**config.mk**
```make
export PLATFORM = sky130hd
export DESIGN_NAME = balance_pid_param
export DESIGN_NICKNAME = d
export VERILOG_FILES = /design/src/rtl/balance_pid_param.sv
export SDC_FILE = /design/constraint.sdc
export NUM_CORES = 1
export LEC_CHECK = 0
export ABC_AREA = 1
export BUFFER_PORTS_ARGS = -buffer_cell sky130_fd_sc_hd__buf_4
export CORE_UTILIZATION = 26
export CTS_CLUSTER_SIZE = 24
export DETAILED_ROUTE_END_ITERATION = 6
export GPL_TIMING_DRIVEN = 0
export SYNTH_ARGS = -nofsm -noshare
export SYNTH_HDL_FRONTEND = slang
export SYNTH_SLANG_ARGS = --single-unit
```
**constraint.sdc**
```tcl
create_clock -name clk -period 8.66 [get_ports clk]
set_input_delay 0.433 -clock clk [delete_from_list [all_inputs] [get_ports clk]]
set_output_delay 0.433 -clock clk [all_outputs]
set_load 0.03 [all_outputs]
```
**src/rtl/balance_pid_param.sv**
```systemverilog
// Balance controller: PID on pitch error with soft-start ramp, saturating integrator,
// steering mix and overspeed flag. Motor commands and flag are registered.
module balance_pid_param #(
    parameter int              IN_W      = 16,
    parameter int              OUT_W     = 12,
    parameter int              SAT_W     = 10,
    parameter int              P_COEF    = 9,
    parameter int              I_W       = 18,
    parameter int              I_SHIFT   = 6,
    parameter int              D_SHIFT   = 6,
    parameter int              SS_W      = 9,
    parameter int              STW       = 12,
    parameter logic [STW-1:0]  STEER_MIN = 12'h200,
    parameter logic [STW-1:0]  STEER_MAX = 12'hE00,
    parameter int              FAST_THR  = 1536
) (
    input  logic                     clk,
    input  logic                     rst_n,
    input  logic                     vld,
    input  logic signed [IN_W-1:0]   ptch,
    input  logic signed [IN_W-1:0]   ptch_rt,
    input  logic                     pwr_up,
    input  logic                     rider_off,
    input  logic        [STW-1:0]    steer_pot,
    input  logic                     en_steer,
    output logic signed [OUT_W-1:0]  lft_spd,
    output logic signed [OUT_W-1:0]  rght_spd,
    output logic                     too_fast
);

    localparam int PW = OUT_W + 4;

    localparam logic signed [IN_W-1:0]  SAT_HI   = IN_W'(2**(SAT_W-1) - 1);
    localparam logic signed [IN_W-1:0]  SAT_LO   = IN_W'(-(2**(SAT_W-1)));
    localparam logic signed [OUT_W+1:0] P_K      = (OUT_W+2)'(P_COEF);
    localparam logic signed [I_W:0]     I_MAX    = (I_W+1)'(2**(I_W-1) - 1);
    localparam logic signed [I_W:0]     I_MIN    = (I_W+1)'(-(2**(I_W-1)));
    localparam logic signed [STW:0]     POT_MID  = (STW+1)'(2**(STW-1));
    localparam logic signed [STW+2:0]   STEER_K  = (STW+3)'(3);
    localparam logic signed [PW:0]      OUT_MAX  = (PW+1)'(2**(OUT_W-1) - 1);
    localparam logic signed [PW:0]      OUT_MIN  = (PW+1)'(-(2**(OUT_W-1)));
    localparam logic signed [OUT_W-1:0] FAST_T   = OUT_W'(FAST_THR);

    function automatic logic signed [OUT_W-1:0] sat_out(input logic signed [PW:0] v);
        logic signed [OUT_W-1:0] r;
        if (v > OUT_MAX) begin
            r = OUT_MAX[OUT_W-1:0];
        end else if (v < OUT_MIN) begin
            r = OUT_MIN[OUT_W-1:0];
        end else begin
            r = v[OUT_W-1:0];
        end
        return r;
    endfunction

    logic signed [I_W-1:0]     r_integ;
    logic        [SS_W-1:0]    r_ss_tmr;

    logic signed [SAT_W-1:0]   w_ptch_sat;
    logic signed [OUT_W+1:0]   w_p_term;
    logic signed [I_W:0]       w_integ_sum;
    logic signed [I_W-1:0]     w_integ_nxt;
    logic        [SS_W-1:0]    w_ss_nxt;
    logic signed [PW-1:0]      w_i_term;
    logic signed [PW-1:0]      w_d_term;
    logic signed [PW-1:0]      w_pid;
    logic signed [PW+SS_W:0]   w_pid_scaled;
    logic signed [PW-1:0]      w_pid_ss;
    logic        [STW-1:0]     w_pot_clip;
    logic signed [STW:0]       w_pot_c;
    logic signed [STW+2:0]     w_steer3;
    logic signed [PW-1:0]      w_steer;
    logic signed [OUT_W-1:0]   w_lft_sat;
    logic signed [OUT_W-1:0]   w_rght_sat;
    logic signed [OUT_W-1:0]   w_lft_nxt;
    logic signed [OUT_W-1:0]   w_rght_nxt;
    logic                      w_fast_nxt;

    // Pitch clip and proportional term
    always_comb begin
        if (ptch > SAT_HI) begin
            w_ptch_sat = SAT_HI[SAT_W-1:0];
        end else if (ptch < SAT_LO) begin
            w_ptch_sat = SAT_LO[SAT_W-1:0];
        end else begin
            w_ptch_sat = ptch[SAT_W-1:0];
        end
        w_p_term = (OUT_W+2)'(w_ptch_sat) * P_K;
    end

    // Integrator: clear has priority; accumulation clamps rather than wraps
    always_comb begin
        w_integ_sum = (I_W+1)'(r_integ) + (I_W+1)'(w_ptch_sat);
        if (rider_off) begin
            w_integ_nxt = {I_W{1'b0}};
        end else if (vld && pwr_up) begin
            if (w_integ_sum > I_MAX) begin
                w_integ_nxt = I_MAX[I_W-1:0];
            end else if (w_integ_sum < I_MIN) begin
                w_integ_nxt = I_MIN[I_W-1:0];
            end else begin
                w_integ_nxt = w_integ_sum[I_W-1:0];
            end
        end else begin
            w_integ_nxt = r_integ;
        end
    end

    // Soft-start counter and PID sum, scaled by the ramp until it saturates
    always_comb begin
        if (!pwr_up) begin
            w_ss_nxt = {SS_W{1'b0}};
        end else if (&r_ss_tmr) begin
            w_ss_nxt = r_ss_tmr;
        end else begin
            w_ss_nxt = r_ss_tmr + {{(SS_W-1){1'b0}}, 1'b1};
        end
        w_i_term     = PW'(r_integ >>> I_SHIFT);
        w_d_term     = -PW'(ptch_rt >>> D_SHIFT);
        w_pid        = PW'(w_p_term) + w_i_term + w_d_term;
        w_pid_scaled = (PW+SS_W+1)'(w_pid) * (PW+SS_W+1)'($signed({1'b0, r_ss_tmr}));
        if (&r_ss_tmr) begin
            w_pid_ss = w_pid;
        end else begin
            w_pid_ss = PW'(w_pid_scaled >>> SS_W);
        end
    end

    // Steering offset from the clipped, centred pot reading
    always_comb begin
        if (steer_pot < STEER_MIN) begin
            w_pot_clip = STEER_MIN;
        end else if (steer_pot > STEER_MAX) begin
            w_pot_clip = STEER_MAX;
        end else begin
            w_pot_clip = steer_pot;
        end
        w_pot_c  = $signed({1'b0, w_pot_clip}) - POT_MID;
        w_steer3 = (STW+3)'(w_pot_c) * STEER_K;
        if (en_steer) begin
            w_steer = PW'(w_steer3 >>> 4);
        end else begin
            w_steer = {PW{1'b0}};
        end
    end

    // Mix, saturate and gate by power
    always_comb begin
        w_lft_sat  = sat_out((PW+1)'(w_pid_ss) + (PW+1)'(w_steer));
        w_rght_sat = sat_out((PW+1)'(w_pid_ss) - (PW+1)'(w_steer));
        if (pwr_up) begin
            w_lft_nxt  = w_lft_sat;
            w_rght_nxt = w_rght_sat;
            w_fast_nxt = (w_lft_sat > FAST_T) || (w_rght_sat > FAST_T);
        end else begin
            w_lft_nxt  = {OUT_W{1'b0}};
            w_rght_nxt = {OUT_W{1'b0}};
            w_fast_nxt = 1'b0;
        end
    end

    // State and output registers
    always_ff @(posedge clk or negedge rst_n) begin
        if (!rst_n) begin
            r_integ  <= {I_W{1'b0}};
            r_ss_tmr <= {SS_W{1'b0}};
            lft_spd  <= {OUT_W{1'b0}};
            rght_spd <= {OUT_W{1'b0}};
            too_fast <= 1'b0;
        end else begin
            r_integ  <= w_integ_nxt;
            r_ss_tmr <= w_ss_nxt;
            lft_spd  <= w_lft_nxt;
            rght_spd <= w_rght_nxt;
            too_fast <= w_fast_nxt;
        end
    end

endmodule
```
==> reports/results.txt <==
outcome: complete, but fails checks
violated checks: setup timing
1st-pass router iterations: 6
Filler Cell Count: 4981
die footprint: 49300 um2
vias in the first global route: 12300
Lkg Pwr: 8.40 nW
async set-or-reset flop fraction in the synthesized netlist: 1.00
crit path time final: 10.44 ns
top-count cell post-synth: nand2_1
Initial Utilization: 0.263
core area: 47700 um2
cell family with the largest share of critical-path delay: adder cells
drt drc: 0
fin util: 0.339
max incr delay on CP: 0.69 ns
port buffer count: 67
Syn-to-layout area delta: 28.5%
startpoint types: input pin
wirelength, routed: 36.8 mm
Final Skew: 0.0153 ns
largest net degree at the start of global routing: 53
HP Class: in2async
Synth Cell Area: 12600 um2
fin area: 16200 um2
antenna violations before repair: 0
net count after synthesis: 2153
clk slew on worst S/H paths: 0.08 ns
number of buffers created by CTS: 5
CTS root buf: clkbuf_16
kind of critical path: in2reg
YS warnings: 0
post-place instance area: 14300 um2
slowest library cell on the worst path: fa_2
FF/Latch Area: 1300 um2
H-Tree Depth: 2
layout cell share with drive strength beyond 1: 0.228
share of the synthesized area in the top cell type: 0.212
endpoints failing hold: 0
CTS tree: yes
height of the die: 222 um
EDFF count, synth: 0
# nets final: 2311
# IOs: 75
Total GRT Usage: 0.153
via count: 11900
Hold-fix buffers, CTS: 0
Yosys top cell by area: fa_1
period utilization: 1.21
Seq cells post-synth: 52
ANT cells: 0
# setup viols final: 25
Worst-Margin Slew: 0.934 ns
Routability Congestion: 0.937
maximum clock insertion buffer count: 2
Cells after Synth: 1813
Data arrival, critical path: 10.67 ns
Avg Cell Area, Syn: 6.94 um2
post-DP HPWL: 30.1 mm
GRT Residual Overflow: 0
top cells by count, synth: nand2_1, inv_1, ha_1, nor2_1, fa_1
Slew Limit Headroom: 0.372
Tot Pwr: 6.25 mW
Vias per Instance: 4.60
Fmax: 95.8 MHz
RSZ-0062 raised after global routing: yes
Max FO, Critical Path: 6
top cells by area, synth: fa_1, ha_1, nand2_1
Data required, critical path: 8.89 ns
max cap viols: 0
clock sinks: 52
initial drt markers: 771
die width: 222 um
area of the multi-input gates: 11000 um2
VDD IR max: 0.204 mV
Seq/Total Area, Yosys: 0.103
Final WS setup: -1.78 ns
PD cells: 387 nW/um2
first-pass GRT wire length: 61.8 mm
critical path endpoint category: flop
most frequent CP cell: nand2_1
Rows: 80
routed len/inst: 14.2 um
post-route ant nets: 0
WP buf/inv: 14
clk_lat worst skew: 0.32 ns
post-synth cell types: 49
max-slew violations: 0
Post-synth top flop: dfrtp_1
-- final timing paths --
path / to / cells after the start / startpoint / slack [ns]
max: too_fast / 65 / ptch[14] / -1.78
min: r_integ[12] / 1 / rst_n / 0.15
max reg2reg: too_fast / 48 / r_integ[8] / -0.70
min reg2reg: r_integ[3] / 2 / r_integ[3] / 0.49
max in group asynchronous: lft_spd[2] / 1 / rst_n / 7.95
min in group clk: r_integ[3] / 2 / r_integ[3] / 0.49
-- layer usage --
metal | vias to the layer above | global-route usage | wire length (um)
met2 | 277 | 0.274 | 18300
met5 | - | 0 | 0
met1 | 5633 | 0.198 | 16300
met4 | 0 | 0.0365 | 745
li1 | 5952 | - | -
met3 | 39 | 0.0150 | 1510
-- where the power goes --
part	switching, mW	internal [mW]
registers	0.0371	0.320
logic	3.47	2.20
clock network	0.109	0.110
-- cell usage in the layout (no fill, tap or decap), types with 7 or more instances in the layout --
cell type,n
a21oi_2,39
nand2_2,43
buf_4,136
nor3_1,19
o21ai_0,33
o21ai_2,15
nand2_1,402
inv_2,19
dfrtp_1,52
xnor2_1,14
nand3_2,11
a21oi_1,80
nand3_1,58
o21ai_1,8
inv_1,341
fa_1,128
ha_1,124
nor2_2,24
o21bai_1,14
nand2_4,14
nand4_1,13
nor2_4,8
clkbuf_1,23
a31oi_1,8
nor2_1,127
a21oi_4,7
xor2_1,44
clkbuf_16,7
buf_6,18
ha_4,30
or2_2,8
-- cells by family after synthesis --
kind of cell               share of synthesized area
buffers and inverters                          0.127
adders and majority gates                      0.368
DFF                                            0.103
xor gates and xnor gates                      0.0479
AOI/OAI and AO/OA                              0.109
and+or+nand+nor                                0.245
-- final cells by class --
type,count,area share
plain buffers,42,0.0161
flip-flops and latches,52,0.0805
inverters,373,0.0889
multi-input cells,1347,0.681
well taps,615,0.0476
repair buffers,150,0.0761
clock inverters,3,0.00155
clock buffers,5,0.00774
-- registers in the layout, indices dropped and copies added (netlist names) --
name      count
r_ss_tmr      9
too_fast      1
r_integ      18
lft_spd      12
rght_spd     12
-- repair_timing --
action,in CTS,in global routing
cloned,3,2
setup endpoints to repair,25,25
pin swaps,81,101
hold endpoints to repair,0,0
resized for setup,152,98
buffers inserted,52,28
-- per-stage QoR --
| stage | setup TNS [ns] | worst slack [ns] | hold slack, ns | cells |
|---|---|---|---|---|
| final | -40.28 | -1.78 | 0.149 | 2587 |
| after global routing | -56.86 | -2.49 | 0.220 | 2587 |
| after CTS | -35.91 | -1.66 | 0.193 | 2558 |
| after detailed placement | -82.99 | -3.60 | 0.478 | 2495 |
| after global placement | -81.07 | -3.50 | 0.470 | 2495 |
| after floorplan | -25.44 | -1.22 | 0.137 | 1813 |
No activity file was read; power rests on OpenSTA's default activity.
